**src/rtl/ioctl_sdram_loader_if.sv**
```systemverilog
// Bus bundle between data_io/core and the sdram byte port, seen from the loader.
// Pure wiring, no latency; ram_ready is the only flow control back to the source.
// slave = loader side, master = environment (data_io, core, sdram).
interface ioctl_sdram_loader_if #(
  parameter int ADDR_W = 23
);
  logic              ioctl_download;
  logic              ioctl_wr;
  logic [ADDR_W-1:0] ioctl_addr;
  logic [7:0]        ioctl_dout;
  logic [ADDR_W-1:0] cpu_addr;
  logic [7:0]        cpu_din;
  logic              cpu_we_n;
  logic              cpu_oe_n;
  logic              ram_ready;
  logic [ADDR_W-1:0] ram_addr;
  logic [7:0]        ram_din;
  logic              ram_we;
  logic              ram_rd;
  logic              busy;
  logic              done;
  logic              overflow;

  modport slave (
    input  ioctl_download, ioctl_wr, ioctl_addr, ioctl_dout,
    input  cpu_addr, cpu_din, cpu_we_n, cpu_oe_n, ram_ready,
    output ram_addr, ram_din, ram_we, ram_rd, busy, done, overflow
  );

  modport master (
    output ioctl_download, ioctl_wr, ioctl_addr, ioctl_dout,
    output cpu_addr, cpu_din, cpu_we_n, cpu_oe_n, ram_ready,
    input  ram_addr, ram_din, ram_we, ram_rd, busy, done, overflow
  );
endinterface

```
**src/rtl/ioctl_sdram_loader.sv**
```systemverilog
// Buffers ioctl download bytes in a FIFO and writes them to sdram; CPU passthrough when idle.
// Latency: push to ram_we >= 2 cycles; at most one write per MIN_WAIT+1 cycles.
// Backpressure: paced by ram_ready; ioctl has none, so a push into a full FIFO is dropped and flagged.
module ioctl_sdram_loader #(
  parameter int                ADDR_W     = 23,
  parameter int                FIFO_DEPTH = 8,
  parameter logic [ADDR_W-1:0] BASE_ADDR  = '0,
  parameter int                MIN_WAIT   = 2
) (
  input  logic                 clk_sys,
  input  logic                 reset_n,
  ioctl_sdram_loader_if.slave  bus
);
  localparam int IW = $clog2(FIFO_DEPTH);
  localparam int PW = IW + 1;
  localparam int CW = $clog2(MIN_WAIT + 1) + 1;

  typedef struct packed {
    logic [ADDR_W-1:0] addr;
    logic [7:0]        dat;
  } entry_t;

  typedef enum logic {ST_IDLE, ST_WAIT} state_t;

  entry_t            mem [FIFO_DEPTH];
  entry_t            head;
  logic [PW-1:0]     wr_ptr, rd_ptr;
  logic              empty, full;
  logic              push_req, push, pop, drop;
  state_t            state, state_nxt;
  logic [CW-1:0]     wait_cnt;
  logic              wait_done;
  logic [ADDR_W-1:0] addr_q;
  logic [7:0]        din_q;
  logic              we_q;
  logic              busy_q, busy_nxt, done_q;
  logic              dl_q, overflow_q;

  assign empty     = (wr_ptr == rd_ptr);
  assign full      = (wr_ptr[IW-1:0] == rd_ptr[IW-1:0]) && (wr_ptr[IW] != rd_ptr[IW]);
  assign head      = mem[rd_ptr[IW-1:0]];
  assign push_req  = bus.ioctl_download && bus.ioctl_wr;
  // A simultaneous pop frees the slot, so full only blocks when nothing leaves.
  assign push      = push_req && (!full || pop);
  assign drop      = push_req && full && !pop;
  assign wait_done = (int'(wait_cnt) + 1 >= MIN_WAIT);
  assign busy_nxt  = bus.ioctl_download || !empty || (state != ST_IDLE);

  always_ff @(posedge clk_sys) begin
    if (push) mem[wr_ptr[IW-1:0]] <= '{addr: bus.ioctl_addr + BASE_ADDR, dat: bus.ioctl_dout};
  end

  always_ff @(posedge clk_sys or negedge reset_n) begin
    if (!reset_n) begin
      wr_ptr <= '0;
      rd_ptr <= '0;
    end else begin
      if (push) wr_ptr <= wr_ptr + 1'b1;
      if (pop)  rd_ptr <= rd_ptr + 1'b1;
    end
  end

  always_ff @(posedge clk_sys or negedge reset_n) begin
    if (!reset_n) state <= ST_IDLE;
    else          state <= state_nxt;
  end

  always_comb begin
    state_nxt = state;
    pop       = 1'b0;
    case (state)
      ST_IDLE: begin
        if (!empty && bus.ram_ready) begin
          pop       = 1'b1;
          state_nxt = ST_WAIT;
        end
      end
      ST_WAIT: begin
        if (wait_done && bus.ram_ready) state_nxt = ST_IDLE;
      end
      default: state_nxt = ST_IDLE;
    endcase
  end

  // wait_cnt counts WAIT cycles already spent; the strobe cycle is the first of them.
  always_ff @(posedge clk_sys or negedge reset_n) begin
    if (!reset_n) begin
      wait_cnt <= '0;
      we_q     <= 1'b0;
      addr_q   <= '0;
      din_q    <= '0;
    end else begin
      we_q <= pop;
      if (pop) begin
        addr_q   <= head.addr;
        din_q    <= head.dat;
        wait_cnt <= '0;
      end else if (state == ST_WAIT && !wait_done) begin
        wait_cnt <= wait_cnt + 1'b1;
      end
    end
  end

  always_ff @(posedge clk_sys or negedge reset_n) begin
    if (!reset_n) begin
      busy_q     <= 1'b0;
      done_q     <= 1'b0;
      dl_q       <= 1'b0;
      overflow_q <= 1'b0;
    end else begin
      busy_q <= busy_nxt;
      done_q <= busy_q && !busy_nxt;
      dl_q   <= bus.ioctl_download;
      if (bus.ioctl_download && !dl_q) overflow_q <= 1'b0;
      if (drop)                        overflow_q <= 1'b1;
    end
  end

  assign bus.ram_addr = busy_q ? addr_q : bus.cpu_addr;
  assign bus.ram_din  = busy_q ? din_q  : bus.cpu_din;
  assign bus.ram_we   = busy_q ? we_q   : ~bus.cpu_we_n;
  assign bus.ram_rd   = busy_q ? 1'b0   : ~bus.cpu_oe_n;
  assign bus.busy     = busy_q;
  assign bus.done     = done_q;
  assign bus.overflow = overflow_q;
endmodule

```
**src/flat_wrapper.sv**
```systemverilog
// flat-port wrapper written by rule: the top's interface ports become plain ports
module ioctl_sdram_loader_flat 
#(
  parameter int                ADDR_W     = 23,
  parameter int                FIFO_DEPTH = 8,
  parameter logic [ADDR_W-1:0] BASE_ADDR  = '0,
  parameter int                MIN_WAIT   = 2
)
  (clk_sys, reset_n, bus_ioctl_download, bus_ioctl_wr, bus_ioctl_addr, bus_ioctl_dout, bus_cpu_addr, bus_cpu_din, bus_cpu_we_n, bus_cpu_oe_n, bus_ram_ready, bus_ram_addr, bus_ram_din, bus_ram_we, bus_ram_rd, bus_busy, bus_done, bus_overflow);
  ioctl_sdram_loader_if #(.ADDR_W(ADDR_W)) bus_i ();
  input  logic clk_sys;
  input  logic reset_n;
  input wire logic [$bits(bus_i.ioctl_download)-1:0] bus_ioctl_download;
  input wire logic [$bits(bus_i.ioctl_wr)-1:0] bus_ioctl_wr;
  input wire logic [$bits(bus_i.ioctl_addr)-1:0] bus_ioctl_addr;
  input wire logic [$bits(bus_i.ioctl_dout)-1:0] bus_ioctl_dout;
  input wire logic [$bits(bus_i.cpu_addr)-1:0] bus_cpu_addr;
  input wire logic [$bits(bus_i.cpu_din)-1:0] bus_cpu_din;
  input wire logic [$bits(bus_i.cpu_we_n)-1:0] bus_cpu_we_n;
  input wire logic [$bits(bus_i.cpu_oe_n)-1:0] bus_cpu_oe_n;
  input wire logic [$bits(bus_i.ram_ready)-1:0] bus_ram_ready;
  output wire logic [$bits(bus_i.ram_addr)-1:0] bus_ram_addr;
  output wire logic [$bits(bus_i.ram_din)-1:0] bus_ram_din;
  output wire logic [$bits(bus_i.ram_we)-1:0] bus_ram_we;
  output wire logic [$bits(bus_i.ram_rd)-1:0] bus_ram_rd;
  output wire logic [$bits(bus_i.busy)-1:0] bus_busy;
  output wire logic [$bits(bus_i.done)-1:0] bus_done;
  output wire logic [$bits(bus_i.overflow)-1:0] bus_overflow;
  assign bus_i.ioctl_download = bus_ioctl_download;
  assign bus_i.ioctl_wr = bus_ioctl_wr;
  assign bus_i.ioctl_addr = bus_ioctl_addr;
  assign bus_i.ioctl_dout = bus_ioctl_dout;
  assign bus_i.cpu_addr = bus_cpu_addr;
  assign bus_i.cpu_din = bus_cpu_din;
  assign bus_i.cpu_we_n = bus_cpu_we_n;
  assign bus_i.cpu_oe_n = bus_cpu_oe_n;
  assign bus_i.ram_ready = bus_ram_ready;
  assign bus_ram_addr = bus_i.ram_addr;
  assign bus_ram_din = bus_i.ram_din;
  assign bus_ram_we = bus_i.ram_we;
  assign bus_ram_rd = bus_i.ram_rd;
  assign bus_busy = bus_i.busy;
  assign bus_done = bus_i.done;
  assign bus_overflow = bus_i.overflow;
  ioctl_sdram_loader #(.ADDR_W(ADDR_W), .FIFO_DEPTH(FIFO_DEPTH), .BASE_ADDR(BASE_ADDR), .MIN_WAIT(MIN_WAIT)) u_core (.clk_sys(clk_sys), .reset_n(reset_n), .bus(bus_i));
endmodule
```
**config.mk**
```make
export PLATFORM = sky130hd
export DESIGN_NAME = ioctl_sdram_loader_flat
export DESIGN_NICKNAME = d
export VERILOG_FILES = /design/src/rtl/ioctl_sdram_loader_if.sv /design/src/rtl/ioctl_sdram_loader.sv /design/src/flat_wrapper.sv
export SDC_FILE = /design/constraint.sdc
export NUM_CORES = 1
export LEC_CHECK = 0
export BUFFER_PORTS_ARGS = -buffer_cell sky130_fd_sc_hd__buf_4
export CORE_MARGIN = 2
export CORE_UTILIZATION = 45
export CTS_CLUSTER_SIZE = 28
export DETAILED_ROUTE_END_ITERATION = 8
export PLACE_DENSITY = 0.69
export REMOVE_ABC_BUFFERS = 1
export SLEW_MARGIN = 10
export SYNTH_ARGS = -nofsm -noshare
export SYNTH_HDL_FRONTEND = slang
export SYNTH_SLANG_ARGS = --single-unit
```
**constraint.sdc**
```tcl
create_clock -name clk_sys -period 4.6 [get_ports clk_sys]
set_input_delay 0.69 -clock clk_sys [delete_from_list [all_inputs] [get_ports clk_sys]]
set_output_delay 0.69 -clock clk_sys [all_outputs]
set_load 0.05 [all_outputs]
```
==> impl_metrics.yaml <==
worst_setup_path:
  path_delay_family: "flip-flops"
  critical_path.max_stage_delay_ps: 970
  cp_slowest_cell: "dfrtp_2"
  cp.arrival_ps: 2190
  cp.required_ps: 3910
  critPathKind: "register to output port"
  critPathLaunchType: "register"
  endpoint_kind: "output port"
  path_cells: "mux2_2, buf_4"
  worstPathMaxFanout: 36
  path_buf_inv: 1
final_layout:
  seqCellArea_um2: 8660
  nNetsFinal: 774
  syn_to_final_growth_pct: 18.5
  antenna_cells: 0
  final_core_util_pct: 54.5
  design_area_um2: 13800
  layout-drive-gt1-share_pct: 38.1
  n_fill_cell: 1938
  multi_input_area_um2: 2860
detailed_routing:
  first_iter_violations: 400
  wl_mm: 22.1
  drc: 0
  wl_per_cell_um: 20.9
  first_pass_iters: 4
  vias: 5669
  ant_nets: 0
  viasPerCell: 5.38
power_and_ir_drop:
  power_density_nw_per_um2: 633
  internal-power_mw: 5.89
  max-vdd-ir-drop_v: 0.000360
  swShare_pct: 32.6
  p_seq_share_pct: 41.8
  power_frac_clock_pct: 26.9
  comb_power_share_pct: 31.3
  power.switching_mw: 2.85
  leakage_nw: 4.92
synth:
  synthMuxAreaShare_pct: 17.7
  synth_edf_count: 248
  async_reset_ff_share_pct: 16.2
  synth_warnings: 0
  synth-xor-area-share_pct: 1.13
  synth_ff_type: "edfxtp_1"
  synth_top_family_by_area: "multiplexers"
  yosysTopAreaCellShare_pct: 63.9
  netlist_instances: 585
  syn_area_per_cell_um2: 19.9
  synthAdderAreaFrac_pct: 0.430
  ys_ff_latch: 296
  yosysSeqAreaShare_pct: 74.2
  ys_types: 34
  synth_top_cell_by_area: "edfxtp_1"
  syn-cell-area_um2: 11700
  synth_compound_area_share_pct: 1.91
  yosys.area_share.simple_pct: 2.75
  synth_area_leaders: "edfxtp_1, mux4_2, dfrtp_1"
clock_network:
  cts_resized: 0
  htree_levels: 1
  postCtsSetupRepairBufs: 0
  cts_buffers: 29
  path_clk_slew_ps: 60
  clockBufferDepth: 3
  tritoncts: "built"
  clock-sinks: 296
  cts_root_buf: "clkbuf_16"
  ctsHoldBuffers: 0
  clk_latency_ps: 550
floorplanning:
  die_y_um: 165
  core_area_um2: 25300
  die_x_um: 165
  rows: 58
  die_area_um2: 27200
  pin_count: 105
  start_util_pct: 46.0
timing:
  period_share_pct: 62.6
  finalHoldViolCount: 0
  slew_headroom_pct: 24.7
  maxClockFrequency_ghz: 0.347
  setup_viol: 0
  tightest_slew_ps: 1130
  rsz0062_at_grt: "no"
  maxSlewViolCount: 0
  skew_ps: 19.1
  fin_crit_ps: 2880
place:
  gp_congestion: 0.741
  detailed_place.area_um2: 12800
  numPortBuffers: 104
  hpwl_mm: 13.2
status:
  status: "complete, no violations"
grt:
  grt_max_degree: 55
  antenna_found_initial: 0
  grt_pass1_wl_mm: 34.3
  grt_pass1_vias: 6023
  overflow: 0
  grt.total_usage_pct: 16.9
run:
  maxCapViolations: 0
worst_hold_path:
  hold_class: "input port to asynchronous set/reset pin"
power groups by stage:
stage                     registers (mW)  logic, mW  clock network [mW]
final                               3.65       2.74                2.35
after global routing                3.70       2.96                2.52
after CTS                           3.66       2.79                2.41
after detailed placement            3.71       2.78                   0
after global placement              3.69       2.73                   0
after floorplan                     3.76       1.92                   0
synth_stat cells, drive strengths merged, types with 2 or more instances:
master and number:
nor3 3, nand2 42, nand2b 2, mux4 62, buf 26, edfxtp 248
nor2b 2, a21oi 5, nor4 2, mux2 32, nor2 8, nor4b 3
o21ai 33, dfrtp 48, inv 3, xor2 6, mux2i 31, ha 4
nand4 2, xnor2 9, clkbuf 6
path summary, 6_finish.rpt:
kind                                     from                end  slack [ps]  cells past startpoint
min in group clk_sys       bus_ioctl_download        u_core.dl_q         280                      1
max                           u_core.bus.busy   bus_ram_addr[13]        1720                      2
min reg2reg                   u_core.din_q[2]    u_core.din_q[2]         470                      2
max reg2reg                  u_core.rd_ptr[2]  u_core.mem[5][21]        1800                      4
min                                   reset_n        u_core.dl_q         210                      1
max in group asynchronous             reset_n   u_core.rd_ptr[0]        3830                      1
worst reg2reg max path, delay by kind of cell, from the launching register on:
kind                      cells  cell delay, ps
AOI/OAI and AO/OA             1             310
xor gates and xnor gates      1             170
DFF                           1             800
and+or+nand+nor               2            1100
registers in the layout, summed over array words and instances, names as in the netlist:
name	count
u_core.addr_q	23
u_core.bus.busy	1
u_core.bus.done	1
u_core.bus.overflow	1
u_core.din_q	8
u_core.dl_q	1
u_core.mem	248
u_core.rd_ptr	4
u_core.state	1
u_core.wait_cnt	3
u_core.we_q	1
u_core.wr_ptr	4
kinds of logic after synthesis:
kind of cell    Yosys count
compound gates           41
fa+ha+maj                 4
simple gates             69
flops                   296
mux                     125
buf+inv                  35
xor+xnor                 15
layout by cell type, fill, tap and decap left out, types with 2 or more instances in the layout:
cell type,instances
edfxtp_1,248
buf_4,116
mux4_2,62
dfrtp_1,44
nand2_1,42
o21ai_0,33
mux2_2,32
mux2i_1,31
clkbuf_16,29
xnor2_1,9
clkinv_2,8
clkbuf_8,8
xor2_1,6
nor2_1,6
clkbuf_1,5
a21oi_1,4
ha_1,4
nor2b_1,2
inv_1,2
nand2b_1,2
nor4_2,2
nor2_4,2
nor3_2,2
nor4b_1,2
inv_6,2
bufinv_16,2
dfrtp_2,2
dfrtp_4,2
routing by layer:
layer  vias to the layer above  wire [um]  global-route usage [%]
met4                         0        319                    4.23
li1                       2560          -                       -
met1                      2940       9530                    23.2
met5                         -          0                       0
met2                       141      11000                    28.3
met3                        28       1180                    2.89
area by class of cell:
cell class	instances	share of cell area, %
Clock buffer	42	6.19
Multi-Input combinational cell	254	20.7
Sequential cell	296	62.7
Timing Repair Buffer	117	6.45
Tap cell	330	2.99
Clock inverter	12	0.852
Inverter	3	0.0816
per-stage QoR:
step	hold slack (ps)	total power, mW	TNS [ps]	setup slack (ps)	instances
2_1_floorplan	394	5.68	-347200	-2250	553
3_3_place_gp	457	6.41	0	1900	1000
3_5_place_dp	465	6.49	0	1800	1000
4_1_cts	220	8.86	0	1670	1054
5_1_grt	261	9.18	0	1630	1054
6_report	209	8.74	0	1720	1054
Power figures use the tool's default switching activity.
